$ cat src/rtl/route_traceback.sv
`default_nettype none
// ============================================================================
// route_traceback : walks active edges from end_point back to start_point,
//                   streaming each point of the recovered path.
// Revision: 1.0
// ============================================================================
module route_traceback #(
  parameter  int N_EDGES  = 1024,
  parameter  int PT_W     = 8,
  parameter  int MAX_HOPS = 64,
  localparam int IDX_W    = (N_EDGES > 1) ? $clog2(N_EDGES) : 1,
  localparam int HOP_W    = $clog2(MAX_HOPS + 1),
  localparam int N_PTS    = 2 ** PT_W
) (
  input  logic               CLK,
  input  logic               RST_n,
  input  logic               start,
  input  logic [PT_W-1:0]    start_point,
  input  logic [PT_W-1:0]    end_point,
  input  logic [N_EDGES-1:0] active_route,
  output logic               edge_rd_en,
  output logic [IDX_W-1:0]   edge_rd_idx,
  input  logic [PT_W-1:0]    edge_rd_a,
  input  logic [PT_W-1:0]    edge_rd_b,
  output logic               path_valid,
  input  logic               path_ready,
  output logic [PT_W-1:0]    path_point,
  output logic               path_last,
  output logic               busy,
  output logic               done,
  output logic               err
);

  typedef enum logic [2:0] {IDLE, EMIT, SCAN, FINISH, FAIL} state_e;

  state_e             state_q, state_d;
  logic [PT_W-1:0]    cur_q, cur_d, start_q, start_d;
  logic [N_EDGES-1:0] route_q, route_d;
  logic [N_PTS-1:0]   visited_q, visited_d;
  logic [HOP_W-1:0]   hop_q, hop_d;
  logic [IDX_W-1:0]   idx_q, idx_d, eval_idx_q, eval_idx_d;
  logic               issued_all_q, issued_all_d;
  logic               eval_vld_q, eval_vld_d;

  logic               is_last, last_idx, match;
  logic [PT_W-1:0]    other;
  logic [HOP_W-1:0]   hop_inc;

  assign is_last     = (cur_q == start_q);
  assign last_idx    = (idx_q == IDX_W'(N_EDGES - 1));
  assign hop_inc     = hop_q + HOP_W'(1);
  assign edge_rd_idx = idx_q;

  always_ff @(posedge CLK) begin
    if (!RST_n) begin
      state_q      <= IDLE;
      cur_q        <= '0;
      start_q      <= '0;
      route_q      <= '0;
      visited_q    <= '0;
      hop_q        <= '0;
      idx_q        <= '0;
      eval_idx_q   <= '0;
      issued_all_q <= 1'b0;
      eval_vld_q   <= 1'b0;
    end else begin
      state_q      <= state_d;
      cur_q        <= cur_d;
      start_q      <= start_d;
      route_q      <= route_d;
      visited_q    <= visited_d;
      hop_q        <= hop_d;
      idx_q        <= idx_d;
      eval_idx_q   <= eval_idx_d;
      issued_all_q <= issued_all_d;
      eval_vld_q   <= eval_vld_d;
    end
  end

  // Edge data returned this cycle belongs to eval_idx_q, issued one cycle earlier.
  always_comb begin
    match = 1'b0;
    other = edge_rd_b;
    if (eval_vld_q && route_q[eval_idx_q] && (edge_rd_a != edge_rd_b)) begin
      if ((edge_rd_a == cur_q) && !visited_q[edge_rd_b]) begin
        match = 1'b1;
        other = edge_rd_b;
      end else if ((edge_rd_b == cur_q) && !visited_q[edge_rd_a]) begin
        match = 1'b1;
        other = edge_rd_a;
      end
    end
  end

  always_comb begin
    state_d      = state_q;
    cur_d        = cur_q;
    start_d      = start_q;
    route_d      = route_q;
    visited_d    = visited_q;
    hop_d        = hop_q;
    idx_d        = idx_q;
    eval_idx_d   = eval_idx_q;
    issued_all_d = issued_all_q;
    eval_vld_d   = eval_vld_q;
    path_valid   = 1'b0;
    path_point   = '0;
    path_last    = 1'b0;
    edge_rd_en   = 1'b0;
    busy         = 1'b0;
    done         = 1'b0;
    err          = 1'b0;

    case (state_q)
      IDLE: begin
        if (start) begin
          start_d              = start_point;
          cur_d                = end_point;
          route_d              = active_route;
          visited_d            = '0;
          visited_d[end_point] = 1'b1;
          hop_d                = '0;
          state_d              = EMIT;
        end
      end
      EMIT: begin
        busy       = 1'b1;
        path_valid = 1'b1;
        path_point = cur_q;
        path_last  = is_last;
        if (path_ready) begin
          hop_d = hop_inc;
          if (is_last) begin
            state_d = FINISH;
          end else if (hop_inc == HOP_W'(MAX_HOPS)) begin
            state_d = FAIL;
          end else begin
            state_d      = SCAN;
            idx_d        = '0;
            issued_all_d = 1'b0;
            eval_vld_d   = 1'b0;
          end
        end
      end
      SCAN: begin
        busy       = 1'b1;
        edge_rd_en = !issued_all_q;
        eval_vld_d = !issued_all_q;
        eval_idx_d = idx_q;
        if (!issued_all_q) begin
          if (last_idx) issued_all_d = 1'b1;
          else          idx_d        = idx_q + IDX_W'(1);
        end
        if (match) begin
          cur_d            = other;
          visited_d[other] = 1'b1;
          eval_vld_d       = 1'b0;
          state_d          = EMIT;
        end else if (eval_vld_q && (eval_idx_q == IDX_W'(N_EDGES - 1))) begin
          state_d = FAIL;
        end
      end
      FINISH: begin
        done    = 1'b1;
        state_d = IDLE;
      end
      FAIL: begin
        err     = 1'b1;
        state_d = IDLE;
      end
      default: state_d = IDLE;
    endcase
  end

endmodule
`default_nettype wire

$ cat config.mk
export PLATFORM = sky130hd
export DESIGN_NAME = route_traceback
export DESIGN_NICKNAME = d
export VERILOG_FILES = /design/src/rtl/route_traceback.sv
export SDC_FILE = /design/constraint.sdc
export NUM_CORES = 2
export LEC_CHECK = 0
export CAP_MARGIN = 40
export CORE_AREA = 10 10 419 421
export DETAILED_ROUTE_END_ITERATION = 10
export DIE_AREA = 0 0 429 431
export PLACE_DENSITY_LB_ADDON = 0.15
export SETUP_SLACK_MARGIN = 0.05
export SYNTH_ARGS = -nofsm -noshare
export SYNTH_HDL_FRONTEND = slang
export SYNTH_SLANG_ARGS = --single-unit
$ cat constraint.sdc
create_clock -name CLK -period 9.05 [get_ports CLK]
set_input_delay 0.905 -clock CLK [delete_from_list [all_inputs] [get_ports CLK]]
set_output_delay 0.905 -clock CLK [all_outputs]
set_load 0.02 [all_outputs]
=== After elaboration in Yosys (flattened, before gate mapping) ===
Index checks and enable logic that the tools add are counted.

* Output and inout bits: 24
* Bits in registers: 1328
* Word-level logic and storage cells: 113
* Input port bits: 1060

* $lt $le $gt $ge: 7
* Mux-type cells: 53
* Eq/ne operators: 19
* Reduce and logical (&&, ||, !) cells: 21
* Bitwise logic cells: 1
* Add/subtract/negate cells: 2

{| class="wikitable"
|+ Operators with widths
! operator !! count
|-
| $mux 256 || 2
|-
| $pmux 256 s2 || 1
|-
| $or 256x256->256 || 1
|-
| $mux 10 || 5
|-
| $mux 8 || 6
|-
| $lt 8x9->1 const B || 4
|-
| $eq 8x8->1 || 3
|-
| $eq 10x10->1 const B || 2
|-
| $mux 1 || 20
|-
| $pmux 10 s2 || 1
|-
| $mux 3 || 6
|-
| $bmux 1 s8 || 2
|-
| $demux 1 s8 || 2
|-
| $ge 8x1->1 const B || 2
|-
| $pmux 8 s2 || 1
|-
| $mux 7 || 2
|-
| $ne 2x2->1 const B || 7
|-
| $pmux 7 s2 || 1
|-
| $lt 10x11->1 const B || 1
|-
| $add 10x1->10 const B || 1
|-
| $bmux 1 s10 || 1
|-
| $pmux 3 s3 || 1
|-
| $reduce_and 3->1 || 3
|-
| $ne 8x8->1 || 1
|-
| other kinds (15) || 27
|}

=== Longest topological paths before layout ===
* Depth in word-level cells: 14
* Depth in mapped cells: 19
* Mapped depth without buffers: 11

=== Least setup slack after synthesis ===
Ideal clock, no wire load.

* Path type: input to register
* From: input edge_rd_a[0]
* To: register cur_q[3]
* Stages on the path: 17
* Data required time: 8913 ps
* Buffers on the path: 7
* Setup time: 137 ps
* Data arrival time: 4079 ps
* Slack: 4834 ps
* Cells stage by stage: buf_6 buf_6 buf_6 buf_2 mux4_2 a22oi_1 nand3_1 a21oi_1 nor2_1 nor4_4 nand2_2 a21o_1 buf_4 buf_6 buf_8 a211oi_2 o32ai_2

* Word-level cells in the longest chain between the ends: 9
* Elaborated cells on any way between the ends: 18
* Classes of those cells: 3 x eq/ne; 10 x mux; 5 x reduce/logical

{| class="wikitable"
|+ RTL lines
! element !! line !! RTL
|-
| start: declaration || 23 || <nowiki>input logic [PT_W-1:0] edge_rd_a,</nowiki>
|-
| $bmux 1 s8 || 88 || <nowiki>end else if ((edge_rd_b == cur_q) && !visited_q[edge_rd_a]) begin</nowiki>
|-
| $mux 1 (not written as such) || 88 ||
|-
| $logic_not 1->1 || 88 ||
|-
| $logic_and 1x1->1 || 88 ||
|-
| $mux 8 / $mux 1 (equally long branches) || 88 ||
|-
| $mux 8 / $mux 1 (equally long branches) || 85 || <nowiki>if ((edge_rd_a == cur_q) && !visited_q[edge_rd_b]) begin</nowiki>
|-
| $mux 8 / $mux 1 (equally long branches) || 84 || <nowiki>if (eval_vld_q && route_q[eval_idx_q] && (edge_rd_a != edge_rd_b)) begin</nowiki>
|-
| $mux 8 / $ne 2x2->1 (equally long branches) || n/a ||
|-
| $pmux 8 s2 / $reduce_and 3->1 (equally long branches) || n/a ||
|-
| end signal: assignment || 68 || <nowiki>cur_q <= cur_d;</nowiki>
|-
| end: declaration || 37 || <nowiki>logic [PT_W-1:0] cur_q, cur_d, start_q, start_d;</nowiki>
|}

Several ways; a longest one is shown, not always the timed one. The select of a mux whose other input is x is not followed.
A chain may end at the register's enable or synchronous reset.

=== Final worst setup path ===
* From: register eval_idx_q[2]
* To: register visited_q[40]

* Word-level cells in the longest chain between the ends: 12
* Elaborated cells on any way between the ends: 16
* Classes of those cells: 2 x order compare; 1 x eq/ne; 8 x mux; 1 x bitwise; 4 x reduce/logical

{| class="wikitable"
|+ RTL lines
! element !! line !! RTL
|-
| start: declaration || 41 || <nowiki>logic [IDX_W-1:0] idx_q, idx_d, eval_idx_q, eval_idx_d;</nowiki>
|-
| start signal: assignment || 74 || <nowiki>eval_idx_q <= eval_idx_d;</nowiki>
|-
| $bmux 1 s10 (*) || 84 ||
|-
| $mux 1 (not written as such) (*) || 84 ||
|-
| $logic_and 1x1->1 (*) (2 in a row) || 84 ||
|-
| $mux 8 || 84 ||
|-
| $lt 8x9->1 (not written as such) / $ge 8x1->1 (equally long branches) || 156 || <nowiki>visited_d[other] = 1'b1;</nowiki>
|-
| $logic_and 1x1->1 (not written as such) || 156 ||
|-
| $mux 1 (not written as such) || 156 ||
|-
| $demux 1 s8 || 156 ||
|-
| $or 256x256->256 (no line) || n/a ||
|-
| $mux 256 || 154 || <nowiki>if (match) begin</nowiki>
|-
| $pmux 256 s2 || 114 || <nowiki>case (state_q)</nowiki>
|-
| end signal: assignment || 71 || <nowiki>visited_q <= visited_d;</nowiki>
|-
| end: declaration || 39 || <nowiki>logic [N_PTS-1:0] visited_q, visited_d;</nowiki>
|}

Mark *: on every way between the ends. The rest lies on a longest branch, timed or not. The select of a mux whose other input is x is not followed.

==> flow_summary.ini <==
[placement]
gp_congestion = 0.984
dp_hpwl_um = 242000
port_buffers = 1083
place_area_sq_mm = 0.0818

[global_route]
grt_max_degree = 250
grt_pass1_wl_um = 479000
grt_antenna_before_repair = 138
grt_overflow = 0
grtUsageTotal_pct = 34.6
grt_pass1_vias = 66600

[synth]
synth_cell_types = 72
syn_area_per_cell_sq_um = 7.98
netlist_instances = 8708
ys_ff_latch = 1328
syn_nets = 9771
ys_seq_area_share_pct = 38.3
syn-cell-area_sq_mm = 0.0695
yosys_warnings = 0
synth_async_sr_flop_share_pct = 0
ys_dominant_reg_cell = dfxtp_1
synth-edff-count = 0

[route]
drc_errors = 0
drt-total-wl_um = 340000
ant_nets = 0
vias = 71100
viasPerCell = 6.07
drt-wirelength-per-cell_um = 29.0
dr.pass1.iters = 9
dr.first_iter.drc_count = 9315

[power_and_ir_drop]
power_density_mw_per_mm2 = 211
power_leakage_nw = 30.8
ir_drop_mv = 0.277

[run_status]
status = finished, final reports clean

[sta]
clock.fmax_mhz = 160
period_minus_slack_ns = 6.24
slew_viol_final = 0
post-route-period-util_pct = 69.0
rsz0062_at_grt = false
slew-limit-headroom_pct = 21.6
final-setup-viol-count = 0
setup-tns-final_ns = 0
tightest_slew_ns = 1.18
fin_skew_ns = 0.0446
hold_violations = 0

[setup_path]
end_kind = register
critPathMaxFanout = 36
worstPathArrival_ns = 6.87
worst-setup-path-type = register to register
start_kind = register
required_ns = 9.68

[floorplanning]
rows = 150
coreArea_sq_mm = 0.167
ios = 1084
die_h_um = 431
die_x_um = 429
dieArea_sq_mm = 0.185
start_util_pct = 41.7

[cts]
postCtsSetupRepairBufs = 0
clk_latency_ns = 0.80
h-tree-depth = 4
clkSlewWorstSetupHoldPaths_ns = 0.06
cts_resized = 0
cts_made_buffers = 155
root_buffer = clkbuf_16
cts_tree = done
clock-sinks = 1328
hold_buffers = 0
clockBufferDepth = 3

[finish]
layout.nets = 10400
fillers = 15800
final_util_pct = 52.4
drive_gt1_share_pct = 9.49
layout_commonest_cell = nand2_1
syn2layout_area_growth_pct = 25.6
final_cell_mix = nand2_1, a21oi_1, dfxtp_1
fin_area_sq_mm = 0.0872

[min_path]
hold_path.class = register to register

[flow_run]
maxCapViolations = 0
-- where the power goes --
part / leakage [nW] / internal (mW) / switching, mW / total [mW]
registers: 10.9 / 6.69 / 0.486 / 7.17
clock network: 2.59 / 3.81 / 2.76 / 6.57
logic: 17.3 / 1.70 / 3.00 / 4.70
total: 30.8 / 12.2 / 6.25 / 18.4
-- path summary, 6_finish.rpt --
check                        startpoint                          to  slack, ns  cells after the start
max reg2reg  eval_idx_q[2]$_SDFFE_PN0P_  visited_q[40]$_SDFFE_PN0P_       2.81                     13
max          eval_idx_q[2]$_SDFFE_PN0P_  visited_q[40]$_SDFFE_PN0P_       2.81                     13
min           route_q[470]$_SDFFE_PN0P_   route_q[470]$_SDFFE_PN0P_       0.45                      2
min reg2reg   route_q[470]$_SDFFE_PN0P_   route_q[470]$_SDFFE_PN0P_       0.45                      2
-- critical path: stages (launching register included) --
cell and delay, ns:
dfxtp_4 0.70, clkinv_2 0.71, buf_4 0.56, mux2i_1 0.51, o22ai_1 0.16, a2111oi_0 0.72
nor3_1 0.27, o211ai_1 0.43, a21o_4 0.43, buf_16 0.31, buf_4 0.40, buf_4 0.41
mux2i_1 0.26, a21oi_1 0.09
-- metrics by stage --
stage	total power [mW]	setup slack [ns]	hold WS, ns	std cells
after floorplan	10.2	4.83	0.433	8708
after global placement	11.8	2.51	0.439	11300
after detailed placement	11.9	2.70	0.444	11400
after CTS	18.4	2.87	0.453	11600
after global routing	19.2	2.58	0.466	11700
final	18.4	2.81	0.451	11700
-- routing by layer --
metal	global-route usage, %	routed length (um)	up-vias
li1	-	-	31700
met1	41.8	127000	34500
met2	55.8	158000	3945
met3	9.50	34400	924
met4	19.0	19700	64
met5	0	430	-
-- registers in the layout, summed over array words and instances, names as in the netlist --
name,flops
cur_q,8
edge_rd_idx,10
eval_idx_q,10
eval_vld_q,1
hop_q,7
issued_all_q,1
route_q,1024
start_q,8
state_q,3
visited_q,256
-- kinds of logic (layout without fill, tap and decap cells) --
logic type	after synthesis	after routing	synth area share, %
mux	750	750	16.9
other cells	0	84	0
flops	1328	1328	38.3
fa+ha+maj	3	3	0.0540
xor+xnor	40	40	0.504
simple gates	3499	3499	20.5
buf+inv	865	1588	5.38
compound gates	2223	2223	18.4
-- synth_stat cells, drive strengths merged (8+ instances only) --
cell / number / area, sq um
mux4: 338 / 7610
a211oi: 61 / 483
o22ai: 11 / 68.8
a21oi: 1655 / 8280
buf: 199 / 1230
o311ai: 262 / 2290
a22oi: 55 / 413
mux2: 9 / 101
mux2i: 403 / 4030
and2: 168 / 1050
xor2: 39 / 342
nand2b: 19 / 119
nor4: 75 / 490
nor2: 359 / 1350
a2111oi: 8 / 70.1
a31oi: 25 / 156
dfxtp: 1328 / 26600
o32ai: 9 / 116
nand4: 10 / 62.6
nor2b: 33 / 206
nand2: 2657 / 9980
and3: 16 / 100
a221oi: 9 / 78.8
inv: 10 / 37.5
o21ai: 81 / 405
nor3: 32 / 160
clkbuf: 655 / 2460
nand3: 92 / 460
-- cell type report --
type | count | area (sq um) | share of cell area, %
Timing Repair Buffer | 1293 | 12900 | 14.8
Antenna cell | 84 | 210 | 0.241
Inverter | 11 | 50.0 | 0.0574
Clock buffer | 233 | 4530 | 5.19
Multi-Input combinational cell | 6515 | 39500 | 45.2
Tap cell | 2204 | 2760 | 3.16
Clock inverter | 51 | 751 | 0.860
Sequential cell | 1328 | 26600 | 30.5
(Power assumes the default switching activity.)
